`src/rtl/game_grid_overlay_pkg.sv`:
```
// Shared screen, colour and bus definitions for the game-grid overlay.
`default_nettype none

package game_pkg;

  localparam int SCREEN_W  = 1024;
  localparam int SCREEN_H  = 768;
  localparam int MAX_BOARD = 4;

  localparam logic [11:0] THIN_COLOR   = 12'h777;
  localparam logic [11:0] THICK_COLOR  = 12'hFFF;
  localparam logic [11:0] CURSOR_COLOR = 12'hF00;

  // CW indexes a cell; NW must also hold N itself (the closing border index).
  localparam int CW = $clog2(MAX_BOARD * MAX_BOARD);
  localparam int NW = $clog2(MAX_BOARD * MAX_BOARD + 1);

  typedef logic [CW-1:0] cell_idx_t;

  typedef struct packed {
    logic [10:0] hcount;
    logic [10:0] vcount;
    logic        hsync;
    logic        hblnk;
    logic        vsync;
    logic        vblnk;
    logic [11:0] rgb;
  } vga_bus_t;

endpackage

`default_nettype wire

```
`src/rtl/game_grid_overlay_axis.sv`:
```
// One axis of the grid: pixel-in-cell, cell and block counters, line classification.
`default_nettype none

module grid_axis_counter
  import game_pkg::*;
#(
  parameter int CELL_PX  = 16,
  parameter int THICK_PX = 2,
  localparam int PW      = $clog2(CELL_PX)
) (
  input  logic          clk,
  input  logic          rst,
  input  logic          i_load,
  input  logic          i_step,
  input  logic [NW-1:0] i_n,
  input  logic [2:0]    i_b,
  output logic [NW-1:0] o_cell,
  output logic          o_on_thick,
  output logic          o_on_thin,
  output logic          o_active
);

  logic [PW-1:0] r_px,   w_px;
  logic [NW-1:0] r_cell, w_cell;
  logic [2:0]    r_blk,  w_blk;
  logic          r_act,  w_act;
  logic          w_end;
  logic          w_thick;

  // Registers hold the previous position; w_* is the position of the current pixel.
  assign w_end = (r_cell == i_n) && (r_px == '0);

  always_comb begin
    w_px   = r_px;
    w_cell = r_cell;
    w_blk  = r_blk;
    w_act  = r_act;
    if (i_load) begin
      w_px   = '0;
      w_cell = '0;
      w_blk  = '0;
      w_act  = 1'b1;
    end else if (i_step && r_act) begin
      if (w_end) begin
        w_act = 1'b0;
      end else if (r_px == PW'(CELL_PX - 1)) begin
        w_px   = '0;
        w_cell = r_cell + 1'b1;
        w_blk  = (r_blk == i_b - 3'd1) ? 3'd0 : r_blk + 3'd1;
      end else begin
        w_px = r_px + 1'b1;
      end
    end
  end

  always_ff @(posedge clk or negedge rst) begin
    if (!rst) begin
      r_px   <= '0;
      r_cell <= '0;
      r_blk  <= '0;
      r_act  <= 1'b0;
    end else begin
      r_px   <= w_px;
      r_cell <= w_cell;
      r_blk  <= w_blk;
      r_act  <= w_act;
    end
  end

  assign w_thick    = w_act && (w_blk == 3'd0) && (w_px < PW'(THICK_PX));
  assign o_on_thick = w_thick;
  assign o_on_thin  = w_act && (w_px == '0) && !w_thick;
  assign o_cell     = w_cell;
  assign o_active   = w_act;

endmodule

`default_nettype wire

```
`src/rtl/game_grid_overlay.sv`:
```
// Centred N x N game-grid overlay on a 1024x768 VGA stream, two-cycle pipeline.
`default_nettype none

module game_grid_overlay
  import game_pkg::*;
#(
  parameter int CELL_PX  = 16,
  parameter int THICK_PX = 2
) (
  input  logic      clk,
  input  logic      rst,
  input  logic      is_game_on,
  input  logic [2:0] board_size,
  input  logic      cursor_en,
  input  cell_idx_t cursor_x,
  input  cell_idx_t cursor_y,
  input  vga_bus_t  bus_in,
  output vga_bus_t  bus_out
);

  logic          r_vb_d, r_on, r_cen;
  logic [2:0]    r_b;
  cell_idx_t     r_cx, r_cy;
  logic [NW-1:0] r_n;
  logic [10:0]   r_x0, r_y0;
  logic          r_en;

  logic          w_latch;
  logic [2:0]    w_b_clamp;
  logic [NW-1:0] w_bn, w_n;
  logic [10:0]   w_w, w_x0, w_y0;

  assign w_latch   = bus_in.vblnk && !r_vb_d;
  assign w_b_clamp = (board_size > 3'(MAX_BOARD)) ? 3'(MAX_BOARD) : board_size;
  assign w_bn      = NW'(r_b);
  assign w_n       = w_bn * w_bn;
  assign w_w       = 11'(CELL_PX) * 11'(w_n);
  assign w_x0      = (11'(SCREEN_W) - w_w) >> 1;
  assign w_y0      = (11'(SCREEN_H) - w_w) >> 1;

  // Controls are sampled only at the vblank rising edge so a frame never tears.
  always_ff @(posedge clk or negedge rst) begin
    if (!rst) begin
      r_vb_d <= 1'b0;
      r_on   <= 1'b0;
      r_cen  <= 1'b0;
      r_b    <= '0;
      r_cx   <= '0;
      r_cy   <= '0;
      r_n    <= '0;
      r_x0   <= '0;
      r_y0   <= '0;
      r_en   <= 1'b0;
    end else begin
      r_vb_d <= bus_in.vblnk;
      if (w_latch) begin
        r_on  <= is_game_on;
        r_cen <= cursor_en;
        r_b   <= w_b_clamp;
        r_cx  <= cursor_x;
        r_cy  <= cursor_y;
      end
      r_n  <= w_n;
      r_x0 <= w_x0;
      r_y0 <= w_y0;
      r_en <= r_on && (r_b != 3'd0);
    end
  end

  logic [NW-1:0] w_cell_x, w_cell_y;
  logic          w_x_thk, w_x_thn, w_x_act;
  logic          w_y_thk, w_y_thn, w_y_act;

  grid_axis_counter #(.CELL_PX(CELL_PX), .THICK_PX(THICK_PX)) u_x_axis (
    .clk        (clk),
    .rst        (rst),
    .i_load     (bus_in.hcount == r_x0),
    .i_step     (1'b1),
    .i_n        (r_n),
    .i_b        (r_b),
    .o_cell     (w_cell_x),
    .o_on_thick (w_x_thk),
    .o_on_thin  (w_x_thn),
    .o_active   (w_x_act)
  );

  grid_axis_counter #(.CELL_PX(CELL_PX), .THICK_PX(THICK_PX)) u_y_axis (
    .clk        (clk),
    .rst        (rst),
    .i_load     (bus_in.vcount == r_y0),
    .i_step     (bus_in.hcount == 11'd0),
    .i_n        (r_n),
    .i_b        (r_b),
    .o_cell     (w_cell_y),
    .o_on_thick (w_y_thk),
    .o_on_thin  (w_y_thn),
    .o_active   (w_y_act)
  );

  logic w_in, w_thick, w_thin, w_cursor;

  assign w_in     = r_en && w_x_act && w_y_act;
  assign w_thick  = w_in && (w_x_thk || w_y_thk);
  assign w_thin   = w_in && !w_thick && (w_x_thn || w_y_thn);
  assign w_cursor = w_in && r_cen && !(w_x_thk || w_x_thn || w_y_thk || w_y_thn)
                    && (w_cell_x == NW'(r_cx)) && (w_cell_y == NW'(r_cy))
                    && (NW'(r_cx) < r_n) && (NW'(r_cy) < r_n);

  vga_bus_t r_s1, r_out;
  logic     r_thk1, r_thn1, r_cur1;

  always_ff @(posedge clk or negedge rst) begin
    if (!rst) begin
      r_s1   <= '0;
      r_thk1 <= 1'b0;
      r_thn1 <= 1'b0;
      r_cur1 <= 1'b0;
      r_out  <= '0;
    end else begin
      r_s1   <= bus_in;
      r_thk1 <= w_thick;
      r_thn1 <= w_thin;
      r_cur1 <= w_cursor;
      r_out  <= r_s1;
      if (!(r_s1.hblnk || r_s1.vblnk)) begin
        if (r_thk1)      r_out.rgb <= THICK_COLOR;
        else if (r_thn1) r_out.rgb <= THIN_COLOR;
        else if (r_cur1) r_out.rgb <= CURSOR_COLOR;
      end
    end
  end

  assign bus_out = r_out;

endmodule

`default_nettype wire

```
`config.mk`:
```
export PLATFORM = sky130hd
export DESIGN_NAME = game_grid_overlay
export DESIGN_NICKNAME = d
export VERILOG_FILES = /design/src/rtl/game_grid_overlay_pkg.sv /design/src/rtl/game_grid_overlay_axis.sv /design/src/rtl/game_grid_overlay.sv
export SDC_FILE = /design/constraint.sdc
export NUM_CORES = 1
export LEC_CHECK = 0
export ABC_AREA = 1
export BUFFER_PORTS_ARGS = -buffer_cell sky130_fd_sc_hd__buf_2
export CAP_MARGIN = 20
export CORE_ASPECT_RATIO = 1.25
export CORE_MARGIN = 1
export CORE_UTILIZATION = 51
export CTS_CLUSTER_SIZE = 20
export DETAILED_ROUTE_END_ITERATION = 7
export PLACE_DENSITY = 0.83
export SKIP_CTS_REPAIR_TIMING = 1
export SLEW_MARGIN = 20
export SYNTH_ARGS = -nofsm -noshare
export SYNTH_HDL_FRONTEND = slang
export SYNTH_HIERARCHICAL = 1
export SYNTH_SLANG_ARGS = --single-unit
```
`constraint.sdc`:
```
create_clock -name clk -period 2.3 [get_ports clk]
set_clock_uncertainty 0.05 [all_clocks]
set_input_delay 0.345 -clock clk [delete_from_list [all_inputs] [get_ports clk]]
set_output_delay 0.345 -clock clk [all_outputs]
set_load 0.05 [all_outputs]
```
==> run_results.csv, run 1 <==
group,metric,value,unit
timing,drv_slew,0,
synth,synth_mux_area_frac,0,
timing,finalSetupTns,-0.106,ns
synth,yosysUniqueCellTypes,37,
timing,setup_ws,-0.106,ns
outcome,violations,"setup timing",
die,core,10600,µm²
worst_setup_path,critPathMaxFanout,5,
hold_path,min_path_type,"primary input to register",
synth,synth_enable_flop_cells,0,
finish,area_growth,33.5,%
synth,avgSynthCellArea,9.57,µm²
drt,viasPerCell,5.02,
global_routing,grt_pass1_vias,4552,
clocking,clock_path_buffers,2,
synth,synth_area_leaders,"dfrtp_1 59%, nand2_1 9.7%, inv_1 4.8%",
worst_setup_path,crit_chain,"or2_1, o21ai_2, o2111ai_2, nor2_4, buf_6, a21oi_1, nand2_2, nand2_2, nor2_4, inv_2, nor2_4, inv_2, nand2_2, nor2_2, nand3_1, nor2_1, nand2_1, a21oi_2",
timing,rsz0062_at_grt,"yes",
synth,yosys_warnings,6,
placement,dp_hpwl,8810,µm
worst_setup_path,critPathRequiredTime,2.54,ns
synth,synth_top_family_by_area,"simple AND/OR/NAND/NOR gates",
outcome,status,"finished with violations",
synth,synth_top_cell_area_share,0.585,
drt,detail-route-antenna-nets,0,
drt,drt-total-wl,13400,µm
finish,nets,820,
die,pin_count,91,
synth,synthSimpleGateAreaFrac,0.226,
clocking,numCtsBuffers,17,
drt,post_drt_wl_per_cell,15.0,µm
timing,period_minus_slack,2.41,ns
global_routing,globalRoute.totalOverflow,0,
worst_setup_path,worst-setup-path-type,"register to register",
die,chipWidth,95.4,µm
clocking,cts_sinks,130,
drt,drc_errors,0,
global_routing,grt_first_pass_wirelength,20600,µm
placement,globalplace.congestion,0.942,
die,std_cell_rows,42,
timing,fin_crit_sh,1.05,
global_routing,grt_max_degree,47,
timing,hold_viol,0,
synth,ys_ff_latch,130,
run,cap_violations,0,
clocking,htree_levels,4,
timing,max_freq,416,MHz
die,initial_utilization,0.524,
synth,synth_area,5560,µm²
synth,ys.flop_type,"dfrtp_1",
global_routing,grt_usage,0.240,
synth,syn_inst,581,
placement,post-place-ws,-0.281,ns
drt,drt_first_pass_iters,5,
synth,synthXorXnorAreaFrac,0.0221,
die,die_area,11300,µm²
synth,synth_common_cells,"143 x nand2_1, 130 x dfrtp_1, 71 x inv_1, 37 x nor2_1, 26 x o21ai_1",
synth,async_reset_ff_frac,1.00,
synth,post-synth-top-count-cell,"nand2_1",
synth,synthAdderAreaFrac,0.0338,
global_routing,antenna_found_initial,0,
finish,drive_above_1_share,0.345,
worst_setup_path,worstPathArrival,2.65,ns
timing,finalSetupViolCount,1,
drt,first_iter_violations,272,
clocking,insertion_delay,0.41,ns
finish,num_antenna_cells,0,
clocking,path_clk_slew,0.06,ns
synth,ys_seq_area_frac,0.585,
drt,vias,4503,
timing,relSlewSlack,0.622,
clocking,clockRootBuffer,"clkbuf_16",
pwr,power_density,986,nW/µm²
timing,worst_pin_slew,0.567,ns
worst_setup_path,crit_path_max_incr_delay,0.44,ns
synth,synth-compound-area-share,0.0637,
pwr,total_leakage_power,3.78,nW
worst_setup_path,critPathLaunchType,"register",
worst_setup_path,endpoint_kind,"register",
pwr,vdd_drop_max,0.433,mV
synth,yosysTopAreaCell,"dfrtp_1",
clocking,cts_tree,"built",
worst_setup_path,cp_slowest_cell,"dfrtp_2",
die,fp.dieH,119,µm
placement,port_buffers,90,
-- cells in the final DEF (no fill, tap or decap), types with 3 or more instances in the layout --
master | Yosys | layout
a21oi_2 | 0 | 5
or2_1 | 6 | 7
nor2_4 | 7 | 9
nand2_2 | 14 | 18
dlygate4sd3_1 | 0 | 17
clkbuf_16 | 0 | 17
o21ai_2 | 2 | 4
a21oi_1 | 21 | 16
nand3_1 | 12 | 10
inv_1 | 71 | 66
buf_4 | 0 | 42
conb_1 | 2 | 5
dfrtp_1 | 130 | 129
nor3_1 | 4 | 4
nand2_1 | 143 | 139
inv_2 | 24 | 28
nand4_1 | 6 | 6
inv_6 | 2 | 4
xnor2_1 | 8 | 8
nor2_1 | 37 | 31
nand3_4 | 2 | 3
nor3b_1 | 4 | 3
bufinv_16 | 0 | 4
nor2_2 | 9 | 13
o21ai_0 | 12 | 11
ha_1 | 15 | 15
buf_2 | 1 | 89
o21ai_1 | 26 | 25
nand3_2 | 8 | 9
clkinvlp_4 | 0 | 3
-- flip-flops by register name (all words and copies together), names as in the netlist, 3 cells and up --
| name | count |
|---|---|
| r_n | 3 |
| u_x_axis/r_blk | 3 |
| r_b | 3 |
| r_x0 | 3 |
| r_y0 | 5 |
| u_x_axis/r_px | 4 |
| u_y_axis/r_cell | 5 |
| u_x_axis/r_cell | 5 |
| r_s1 | 38 |
| r_cx | 4 |
| u_y_axis/r_px | 4 |
| u_y_axis/r_blk | 3 |
| bus_out | 38 |
| r_cy | 4 |
-- report_power, final --
part | switching (W) | leakage [nW] | internal, W
Sequential | 0.000203 | 1.50 | 0.00255
Clock | 0.000997 | 0.303 | 0.00188
Combinational | 0.00106 | 1.98 | 0.000634
-- final timing paths --
kind                       startpoint          end  slack (ns)  cells after the start
setup / recovery              r_y0[4]       r_cur1       -0.11                     18
hold / removal              bus_in[0]      r_s1[0]       0.005                      1
setup reg to reg              r_y0[4]       r_cur1       -0.11                     18
hold reg to reg              r_s1[29]  bus_out[29]        0.29                      0
max in group asynchronous         rst      r_s1[2]        1.05                      3
min in group asynchronous         rst     r_s1[20]        0.42                      2
-- cells by family (layout without fill, tap and decap cells) --
kind of cell,Yosys count,count (layout)
AO/OA/AOI/OAI,66,66
adder cells (fa/ha/maj),15,15
buffers and inverters,98,279
AND/OR/NAND/NOR,259,259
flip-flops,130,130
other,2,5
XOR/XNOR,11,11
-- metal layers --
layer,vias up,global-route usage,part of all wire
met5,-,0,0
met4,0,0.121,0.038
met3,50,0.0476,0.037
met2,137,0.423,0.53
met1,2171,0.267,0.40
li1,2145,-,-
-- critical path: cells and delay by family, from the launching register on --
family,cells,cell delay (ns)
simple gates,11,1.12
flops,1,0.44
compound gates,4,0.43
buf+inv,3,0.24
-- through the flow --
stage,instance area (µm²),hold WS [ns],utilization,power [W],std cells
after floorplan,5570,-0.000591,-,0.00381,584
after global placement,6490,0.282,0.611,0.00426,844
after detailed placement,6490,0.285,0.611,0.00434,844
after CTS,7120,-0.108,0.671,0.00722,876
after global routing,7420,-0.00629,0.699,0.00767,897
final,7420,0.00477,0.699,0.00732,897
-- final cells by class --
class	instances	area, µm²
multi-input cells	356	2030
well taps	132	165
repair buffers	150	962
inverters	97	377
clock inverters	12	179
fillers	718	3190
clock buffers	20	457
flip-flops and latches	130	3250
No activity file was read; power rests on OpenSTA's default activity.
==> run 2: changes to the inputs <==
- CORE_UTILIZATION: 51 -> 52
- PLACE_DENSITY: 0.83 -> 0.81
- clock period: 2.3 -> 2.8 ns (I/O delays scaled with it)
==> run_results.csv, run 2 (synthesis gave the netlist of run 1 again) <==
group,metric,value,unit
run,cap_violations,0,
placement,dp_hpwl,8550,µm
drt,viasPerCell,4.99,
drt,first_iter_violations,229,
global_routing,grt_first_pass_wirelength,20000,µm
global_routing,use_met2,0.421,
global_routing,grt_use_met1,0.266,
finish,stdcell_count,845,
timing,worst_pin_slew,0.662,ns
drt,post_drt_wl_per_cell,14.3,µm
pwr,pwr-share-seq,0.378,
die,pin_count,91,
hold_path,min_path_type,"primary input to async pin",
clocking,insertion_delay,0.41,ns
finish,layout_common_cells,"143 x nand2_1, 130 x dfrtp_1, 89 x buf_2",
timing,period_minus_slack,2.54,ns
clocking,numCtsBuffers,17,
pwr,internal_power,0.00423,W
timing,rsz0062_at_grt,"no",
global_routing,grt_usage,0.237,
pwr,switching_share,0.294,
finish,area_growth,25.2,%
clocking,path_clk_slew,0.05,ns
pwr,total_leakage_power,3.57,nW
die,chipWidth,94.5,µm
finish,drive_above_1_share,0.288,
timing,drv_slew,0,
die,core,10300,µm²
finish,nets,771,
outcome,violations,"hold timing",
die,initial_utilization,0.542,
die,die_area,11100,µm²
global_routing,met3_usage,0.0517,
clocking,cts_sinks,130,
timing,hold_viol,1,
worst_setup_path,r2r_start,"r_y0[4]",
worst_setup_path,critPathMaxFanout,5,
worst_setup_path,worstPathArrival,2.82,ns
pwr,power.total,0.00598,W
placement,dp_cells,813,
placement,port_buffers,90,
die,std_cell_rows,41,
drt,vias,4218,
clocking,clockRootBuffer,"clkbuf_16",
global_routing,grt.busiest_layer,"met2",
global_routing,globalRoute.totalOverflow,0,
drt,drc_errors,0,
finish,num_antenna_cells,0,
timing,max_freq,394,MHz
finish,final_common_cell,"nand2_1",
die,fp.dieH,118,µm
worst_setup_path,endpoint_kind,"register",
timing,fin_hold_ws,-0.00316,ns
drt,detail-route-antenna-nets,0,
clocking,htree_levels,4,
timing,finalSetupTns,0,ns
placement,placed_area,6270,µm²
pwr,p_switching,0.00176,W
timing,finalSetupViolCount,0,
drt,drt-total-wl,12100,µm
global_routing,grt_pass1_vias,4359,
timing,relSlewSlack,0.559,
worst_setup_path,critPathLaunch,"r_y0[4]",
clocking,clock_path_buffers,2,
worst_setup_path,critPathRequiredTime,3.08,ns
placement,globalplace.congestion,0.902,
global_routing,antenna_found_initial,0,
drt,drt_first_pass_iters,5,
pwr,clock_power_share,0.420,
pwr,power_density,860,nW/µm²
finish,design_area,6960,µm²
pwr,pwr-share-comb,0.202,
clocking,cts_tree,"built",
timing,fin_crit_sh,0.907,
pwr,vdd_drop_max,0.393,mV
worst_setup_path,worst-setup-path-type,"register to register",
outcome,status,"finished with violations",
worst_setup_path,critPathLaunchType,"register",
global_routing,grt_max_degree,55,
==> run 2: cell count changes in the layout (fill, tap and decap cells not counted), sizes merged <==
cell and change:
bufinv +2, clkbuf -1, clkinvlp -3, inv -1
buf -32, clkinv +3, dlygate4sd3 -17
==> run 2: critical path, stage by stage, from the launching register on <==
cell	delay, ns
dfrtp_1	0.44
and3_1	0.20
o211ai_1	0.17
nor2_1	0.10
inv_1	0.09
buf_4	0.15
o21ai_0	0.09
a21oi_1	0.30
nor2_4	0.08
inv_1	0.06
nor2_1	0.04
inv_1	0.07
nand2_1	0.07
nor2_1	0.10
nand3_1	0.11
nor2_1	0.16
nand2_1	0.07
a21oi_1	0.11
==> run 2: metal layers <==
layer | up-vias | share of wire
met5 | - | 0
met4 | 0 | 0.026
met3 | 27 | 0.051
met2 | 135 | 0.53
met1 | 2007 | 0.39
li1 | 2049 | -
==> run 2: final timing paths <==
kind / endpoint / slack (ns) / cells past startpoint
setup / recovery: r_cur1 / 0.26 / 17
hold / removal: r_s1[20] / -0.003 / 1
setup reg to reg: r_cur1 / 0.26 / 17
hold reg to reg: bus_out[16] / 0.29 / 0
max in group asynchronous: bus_out[8] / 1.99 / 2
min in group clk: r_s1[7] / 0.06 / 1
==> run 2: power groups by stage <==
stage	Combinational [W]	Sequential (W)	Clock [W]
CTS	0.00121	0.00226	0.00254
finish	0.00121	0.00226	0.00252
floorplan	0.000781	0.00235	0
global route	0.00135	0.00228	0.00262
global placement	0.00112	0.00228	0
detailed placement	0.00117	0.00229	0
==> run 2: area by class of cell <==
class	count	area, µm²
tap	129	161
inverter	97	374
clock inverter	13	230
sequential	130	3250
clock buffer	19	453
fill	774	3300
multi-input combinational	356	1940
timing repair buffer	101	548
==> run 2: through the flow <==
stage	utilization	setup slack, ns
2_1_floorplan	-	0.574
3_3_place_gp	0.612	0.247
3_5_place_dp	0.612	0.182
4_1_cts	0.678	0.255
5_1_grt	0.678	0.108
6_report	0.678	0.261
